**config.mk**
```make
export PLATFORM = sky130hd
export DESIGN_NAME = gtxe2_common_drp_master
export DESIGN_NICKNAME = d
export VERILOG_FILES = /design/src/rtl/gtxe2_common_drp_master.sv
export SDC_FILE = /design/constraint.sdc
export NUM_CORES = 1
export LEC_CHECK = 0
export CORE_MARGIN = 2
export CORE_UTILIZATION = 35
export DETAILED_ROUTE_END_ITERATION = 7
export GPL_ROUTABILITY_DRIVEN = 0
export PLACE_DENSITY = 0.79
export SLEW_MARGIN = 25
export SYNTH_ARGS = -nofsm -noshare
export SYNTH_HDL_FRONTEND = slang
export SYNTH_SLANG_ARGS = --single-unit
export TNS_END_PERCENT = 20
```
**constraint.sdc**
```tcl
create_clock -name DRPCLK -period 1.8 [get_ports DRPCLK]
set_input_delay 0.18 -clock DRPCLK [delete_from_list [all_inputs] [get_ports DRPCLK]]
set_output_delay 0.18 -clock DRPCLK [all_outputs]
set_load 0.01 [all_outputs]
```
**src/rtl/gtxe2_common_drp_master.sv**
```systemverilog
// gtxe2_common_drp_master
// DRP initiator for a GTXE2_COMMON quad PLL tile. It takes one read or write
// command at a time and pulses DRPEN/DRPWE for that command. It waits for
// DRPRDY up to TIMEOUT_CYCLES cycles and returns read data or a timeout flag.
//
// Optional build macro: GTXE2_DRP_MASTER_RMW_EN
//   When defined, a write with CMD_MASK != 16'hFFFF is done as a read followed
//   by a masked write. RSP_DATA then returns the value read before the write.
//
// Parameter:
//   TIMEOUT_CYCLES    : cycles waited for DRPRDY after a strobe (2..65535)
// Ports:
//   DRPCLK, RESET     : clock, synchronous active-high reset
//   CMD_VALID/READY   : command handshake
//   CMD_WE, CMD_ADDR, CMD_DATA, CMD_MASK : command payload
//   RSP_VALID/READY   : response handshake
//   RSP_DATA, RSP_TIMEOUT : response payload
//   DRPADDR, DRPDI, DRPEN, DRPWE : strobes to the responder
//   DRPDO, DRPRDY     : data and ready from the responder
module gtxe2_common_drp_master #(
  parameter int unsigned TIMEOUT_CYCLES = 64
) (
  input  logic        DRPCLK,
  input  logic        RESET,
  input  logic        CMD_VALID,
  output logic        CMD_READY,
  input  logic        CMD_WE,
  input  logic [7:0]  CMD_ADDR,
  input  logic [15:0] CMD_DATA,
  input  logic [15:0] CMD_MASK,
  output logic        RSP_VALID,
  input  logic        RSP_READY,
  output logic [15:0] RSP_DATA,
  output logic        RSP_TIMEOUT,
  output logic [7:0]  DRPADDR,
  output logic [15:0] DRPDI,
  output logic        DRPEN,
  output logic        DRPWE,
  input  logic [15:0] DRPDO,
  input  logic        DRPRDY
);

  localparam int unsigned CNT_W = 16;
  localparam logic [CNT_W-1:0] CNT_LAST = CNT_W'(TIMEOUT_CYCLES - 1);

  typedef enum logic [2:0] {
    IDLE    = 3'd0,
    RD_REQ  = 3'd1,
    RD_WAIT = 3'd2,
    WR_REQ  = 3'd3,
    WR_WAIT = 3'd4,
    RESP    = 3'd5
  } state_t;

  state_t           state, state_n;
  logic [CNT_W-1:0] cnt, cnt_n;
  logic             cmd_ready_n, rsp_valid_n, rsp_timeout_n, drp_en_n, drp_we_n;
  logic [15:0]      rsp_data_n, drp_di_n;
  logic [7:0]       drp_addr_n;
  logic             accept_c;

  assign accept_c = CMD_VALID && CMD_READY;

`ifdef GTXE2_DRP_MASTER_RMW_EN
  logic        rmw_q, rmw_n;
  logic [15:0] data_q, data_n;
  logic [15:0] mask_q, mask_n;
  logic [15:0] rd_data_q, rd_data_n;
  logic        rmw_hit_c;
  logic [15:0] wr_merge_c;

  assign rmw_hit_c  = CMD_WE && (CMD_MASK != 16'hFFFF);
  // Patch only the masked bits into the value just read back.
  assign wr_merge_c = (DRPDO & ~mask_q) | (data_q & mask_q);
`else
  logic unused_mask;
  assign unused_mask = ^CMD_MASK;
`endif

  // State and registered outputs.
  always_ff @(posedge DRPCLK) begin
    if (RESET) begin
      state       <= IDLE;
      cnt         <= '0;
      CMD_READY   <= 1'b0;
      RSP_VALID   <= 1'b0;
      RSP_DATA    <= '0;
      RSP_TIMEOUT <= 1'b0;
      DRPADDR     <= '0;
      DRPDI       <= '0;
      DRPEN       <= 1'b0;
      DRPWE       <= 1'b0;
`ifdef GTXE2_DRP_MASTER_RMW_EN
      rmw_q       <= 1'b0;
      data_q      <= '0;
      mask_q      <= '0;
      rd_data_q   <= '0;
`endif
    end else begin
      state       <= state_n;
      cnt         <= cnt_n;
      CMD_READY   <= cmd_ready_n;
      RSP_VALID   <= rsp_valid_n;
      RSP_DATA    <= rsp_data_n;
      RSP_TIMEOUT <= rsp_timeout_n;
      DRPADDR     <= drp_addr_n;
      DRPDI       <= drp_di_n;
      DRPEN       <= drp_en_n;
      DRPWE       <= drp_we_n;
`ifdef GTXE2_DRP_MASTER_RMW_EN
      rmw_q       <= rmw_n;
      data_q      <= data_n;
      mask_q      <= mask_n;
      rd_data_q   <= rd_data_n;
`endif
    end
  end

  // Next state and next values of the registered outputs.
  always_comb begin
    state_n       = state;
    cnt_n         = cnt;
    rsp_valid_n   = RSP_VALID;
    rsp_data_n    = RSP_DATA;
    rsp_timeout_n = RSP_TIMEOUT;
    drp_addr_n    = DRPADDR;
    drp_di_n      = DRPDI;
`ifdef GTXE2_DRP_MASTER_RMW_EN
    rmw_n         = rmw_q;
    data_n        = data_q;
    mask_n        = mask_q;
    rd_data_n     = rd_data_q;
`endif

    case (state)
      IDLE: begin
        if (accept_c) begin
          drp_addr_n = CMD_ADDR;
`ifdef GTXE2_DRP_MASTER_RMW_EN
          rmw_n  = rmw_hit_c;
          data_n = CMD_DATA;
          mask_n = CMD_MASK;
          if (!CMD_WE || rmw_hit_c) begin
            state_n = RD_REQ;
          end else begin
            state_n  = WR_REQ;
            drp_di_n = CMD_DATA;
          end
`else
          if (CMD_WE) begin
            state_n  = WR_REQ;
            drp_di_n = CMD_DATA;
          end else begin
            state_n = RD_REQ;
          end
`endif
        end
      end

      RD_REQ: begin
        state_n = RD_WAIT;
        cnt_n   = '0;
      end

      // DRPRDY is checked before the counter so it wins on the last cycle.
      RD_WAIT: begin
        if (DRPRDY) begin
`ifdef GTXE2_DRP_MASTER_RMW_EN
          if (rmw_q) begin
            rd_data_n = DRPDO;
            drp_di_n  = wr_merge_c;
            state_n   = WR_REQ;
          end else begin
            state_n       = RESP;
            rsp_valid_n   = 1'b1;
            rsp_data_n    = DRPDO;
            rsp_timeout_n = 1'b0;
          end
`else
          state_n       = RESP;
          rsp_valid_n   = 1'b1;
          rsp_data_n    = DRPDO;
          rsp_timeout_n = 1'b0;
`endif
        end else if (cnt == CNT_LAST) begin
          state_n       = RESP;
          rsp_valid_n   = 1'b1;
          rsp_data_n    = '0;
          rsp_timeout_n = 1'b1;
        end else begin
          cnt_n = cnt + 1'b1;
        end
      end

      WR_REQ: begin
        state_n = WR_WAIT;
        cnt_n   = '0;
      end

      WR_WAIT: begin
        if (DRPRDY) begin
          state_n       = RESP;
          rsp_valid_n   = 1'b1;
          rsp_timeout_n = 1'b0;
`ifdef GTXE2_DRP_MASTER_RMW_EN
          rsp_data_n    = rmw_q ? rd_data_q : 16'h0000;
`else
          rsp_data_n    = '0;
`endif
        end else if (cnt == CNT_LAST) begin
          state_n       = RESP;
          rsp_valid_n   = 1'b1;
          rsp_data_n    = '0;
          rsp_timeout_n = 1'b1;
        end else begin
          cnt_n = cnt + 1'b1;
        end
      end

      RESP: begin
        if (RSP_READY) begin
          state_n     = IDLE;
          rsp_valid_n = 1'b0;
        end
      end

      default: begin
        state_n = IDLE;
      end
    endcase

    // Strobes exist only in the REQ states, so each lasts exactly one cycle.
    drp_en_n    = (state_n == RD_REQ) || (state_n == WR_REQ);
    drp_we_n    = (state_n == WR_REQ);
    cmd_ready_n = (state_n == IDLE);
  end

endmodule
```
# Yosys cells after proc, flatten, opt, wreduce, memory -nomap -nowiden

Cells that the tools add are included.

Flip-flop bits (word level): 64
Output and inout bits: 45

Muxes and demuxes: 18
Equal/unequal tests: 12
$add $sub $neg: 1
Reductions and logical operators: 15

Operators by type and width:

| kind                                                  | number |
|---|---|
| two-way mux 16 bit                                    | 5 |
| one-hot mux 16 bit (2 select lines)                   | 2 |
| adder 16 x 1 -> 16 bit, second input constant         | 1 |
| == test 16 x 6 -> 1 bit, second input constant        | 1 |
| one-hot mux 3 bit (5 select lines)                    | 1 |
| two-way mux 3 bit                                     | 4 |
| == test 3 x 2 -> 1 bit, second input constant         | 3 |
| AND reduction 3 bit                                   | 3 |
| nonzero test 2 bit                                    | 4 |
| == test 3 x 1 -> 1 bit, second input constant         | 2 |
| == test 3 bit, second input constant                  | 2 |
| logical NOT 3 bit                                     | 2 |
| inequality test 2 bit, second input constant          | 3 |
| two-way mux 1 bit                                     | 4 |
| AND reduction 2 bit                                   | 2 |
| OR reduction 2 bit                                    | 2 |
| inequality test 3 x 1 -> 1 bit, second input constant | 1 |
| two-way mux 2 bit                                     | 1 |
| one-hot mux 1 bit (2 select lines)                    | 1 |
| logical AND 1 bit                                     | 1 |
| logical OR 1 bit                                      | 1 |

# Longest topological paths before layout

Depth in word-level cells: 6
Depth in mapped cells: 9

# Worst setup path before layout

No wires, ideal clock.

Path kind: register -> register
Start: register cnt[0]
End: register cnt[15]
Clock period less this slack: 1,927 ps
Arrival: 1,857 ps
Path slack: -127 ps
Buffers on the path: 2
Setup time: 70 ps
Cell stages (with the launch flop): 9
Cells stage by stage: dfxtp_1 ha_1 and3_4 buf_6 a41oi_4 a21oi_2 buf_6 or4_1 a21oi_1

Word-level cells in the longest chain between the ends: 4
Elaborated cells on any way between the ends: 7
Classes of those cells: add/sub (1); eq/ne (2); mux (3); reduce/logical (1)

Ends and longest elaborated chain:

| element                             | RTL line | RTL |
|---|---|---|
| start, declared                     | 56       | `logic [CNT_W-1:0] cnt, cnt_n;` |
| start signal, assigned              | 101      | `cnt <= cnt_n;` |
| adder 16 x 1 -> 16 bit              | 191, 216 |  |
| two-way mux 16 bit                  | 185, 210 |  |
| two-way mux 16 bit                  | 201      | `if (DRPRDY) begin` |
| one-hot mux 16 bit (2 select lines) | 135      | `case (state)` |

Several ways; a longest one is shown, not always the timed one. The select of a mux whose other input is x is not followed.
A chain may end at the register's enable or synchronous reset.

# Final worst setup path

Start: register cnt[1]
End: register cnt[13]

The elaborated chain is that of the path after synthesis.

==> run metrics <==
synth unique cells=43; Relative slew margins=60.0%; Clock Latency Late Sink=340 ps; area grow syn2layout=56.4%; number of instances in the placed design=491; Ys Warns=0; Detail Route Antenna Nets=0; count of input and output buffers=90; worst slew pin tran=600 ps; total iterations of the first detailed-routing run=4; syn avg cell area=8.95 sq um; TritonCTS Buffers=9; CTS max path bufs=2; top_reg_cell synth=dfxtp_1; via count=2497; Post-synth top cells=dfxtp_1 (64), nand2_1 (43), a21oi_1 (32); Hold Fails Final Rpt=0; fmax=557 MHz; met2 wire length=3.30 mm; Sequential cell area=0.00128 sq mm; H-tree depth=3; crit path launch type=register; core box area=0.00718 sq mm; num ports=107; vias in the first global route=2560; DRC Markers=0; drt total wl=6.67 mm; Crit Path Max Fanout=13; WP data required=2080 ps; initial DRC count=78; uppermost layer routed=met4; Root Driver=clkbuf_8; Setup Crit Path Kind=register to register; Crit. End Element=register; unrepaired setup endpoints after global routing=yes; Multi-input gate area=0.00123 sq mm; Layout Nets=468; Starting Density=35.9%; synthesized flop and latch total=64; initial antenna violation count=0; Max-cap violations=0; DIE AREA=0.00807 sq mm; largest net degree at the start of global routing=52; top cell type by total area after synthesis=dfxtp_1; DIE WIDTH=89.8 um; Syn Inst Count=288; maximum vdd drop=599 uV; total global-route track usage=17.0%; sequential-to-total area share from yosys stat=49.7%; share of the synthesized area in the top cell type=49.7%; met3 routed WL=419 um; share of cells above drive strength 1=17.8%; Slew Viols, Final=0; post-DP HPWL=4.71 mm; Non-Filler Instances=509; top cells by area, synth=dfxtp_1 (50%), nand2_1 (6.3%), a21oi_1 (6.2%); Tcrit/Tclk final=99.7%; Power Density=977 mW/mm^2; drt via density=4.91; Reg clk slew, reported paths=70 ps; Synthesized Nets=351; skew final=7.43 ps; worst slack, placed=-140 ps; FP Rows=31; Post-CTS Hold Buffers=0; antenna cells=0; DRT met1 WL=2.86 mm; status=completed; Period minus WS final=1790 ps; count leader, synth=dfxtp_1; Mapped Area=0.00258 sq mm; Pwr Total=3.94 mW; Routed WL per cell=13.1 um; Fill cells=620; CP Data Arrival Time=2070 ps; number of synthesized flops with an enable pin=0; count of final setup violators=0; global-route wire length before repair=11.3 mm; Pleak=1.44 nW; post-route setup slack=6.03 ps; CTS sink cnt=64; fraction of registers with async set or reset after synthesis=0%; CTS tree=done; Die Span Y=89.8 um; Hold WC Path Type=primary input to register; gr ovfl total=0
-- cell families after synthesis --
kind of cell | synth area share (%)
fa+ha+maj | 0.485
flops | 49.7
buf+inv | 4.61
xor+xnor | 0.680
mux | 3.11
compound gates | 18.4
simple gates | 23.0
-- flip-flops by register name (all words and copies together), names as in the netlist --
signal / count
DRPDI: 16
RSP_DATA: 16
cnt: 16
DRPADDR: 8
state: 3
CMD_READY: 1
DRPEN: 1
DRPWE: 1
RSP_TIMEOUT: 1
RSP_VALID: 1
-- placed cells by master (no fill, tap or decap), types with 2 or more instances in the layout --
| cell type | instances |
|---|---|
| a21oi_1 | 28 |
| a21oi_2 | 5 |
| a22oi_1 | 17 |
| and3_1 | 4 |
| buf_12 | 2 |
| buf_4 | 32 |
| clkbuf_8 | 11 |
| clkdlybuf4s50_1 | 89 |
| clkinvlp_4 | 2 |
| dfxtp_1 | 62 |
| dfxtp_2 | 2 |
| inv_1 | 4 |
| mux2i_1 | 8 |
| nand2_1 | 43 |
| nand2b_1 | 2 |
| nand3_1 | 9 |
| nand4_1 | 3 |
| nor2_1 | 31 |
| nor3_1 | 2 |
| nor4_2 | 2 |
| o211ai_1 | 3 |
| o21ai_0 | 2 |
| o21ai_1 | 2 |
| o31ai_1 | 7 |
| or4_1 | 6 |
| or4_4 | 3 |
| xor2_1 | 2 |
-- path summary, 6_finish.rpt --
kind | from | end | slack (ps) | cells after the start
max | cnt[1] | cnt[13] | 6 | 7
min | RESET | cnt[9] | 280 | 3
max reg2reg | cnt[1] | cnt[13] | 6 | 7
min reg2reg | DRPDI[1] | DRPDI[1] | 450 | 2
-- worst max-delay path, cell delays in order, from the launching register on --
cell	delay [ps]
dfxtp_2	340
ha_4	160
and3_4	180
a41oi_4	150
a21oi_2	100
buf_6	150
or4_4	510
a21oi_2	140
-- repair_timing --
item | in CTS | in global routing
cloned | 0 | 0
hold endpoints to repair | 0 | 0
setup endpoints to repair | 4 | 12
setup buffers | 1 | 1
gates resized for setup | 3 | 10
pin swaps | 3 | 5
-- report_power, final --
| group | leakage [nW] | switching [mW] | internal (mW) |
|---|---|---|---|
| sequential | 0.519 | 0.0746 | 1.55 |
| combinational | 0.830 | 0.571 | 0.620 |
| clock | 0.0886 | 0.548 | 0.574 |
| total | 1.44 | 1.19 | 2.75 |
-- final cells by class --
type	instances	share of cell area, %
flip-flops and latches	64	31.8
multi-input cells	200	30.6
repair buffers	125	29.5
clock buffers	12	3.85
well taps	99	3.07
clock inverters	4	0.714
inverters	5	0.466
-- stage by stage --
| step | TNS (ps) | hold WS (ps) | util (%) | cell area (sq um) |
|---|---|---|---|---|
| 2_1_floorplan | -93.9 | 277 | - | 2580 |
| 3_3_place_gp | -241 | 442 | 52.6 | 3770 |
| 3_5_place_dp | -794 | 446 | 52.6 | 3770 |
| 4_1_cts | -11.8 | 252 | 55.4 | 3980 |
| 5_1_grt | -237 | 316 | 56.2 | 4030 |
| 6_report | 0 | 280 | 56.2 | 4030 |
-- per-layer routing --
layer  track usage, %  vias up
met5                0        -
met1             19.4     1155
met4             5.64        0
met2             29.5       69
li1                 -     1262
met3             6.20       11
Note: power is estimated with default switching activity, not from simulation.
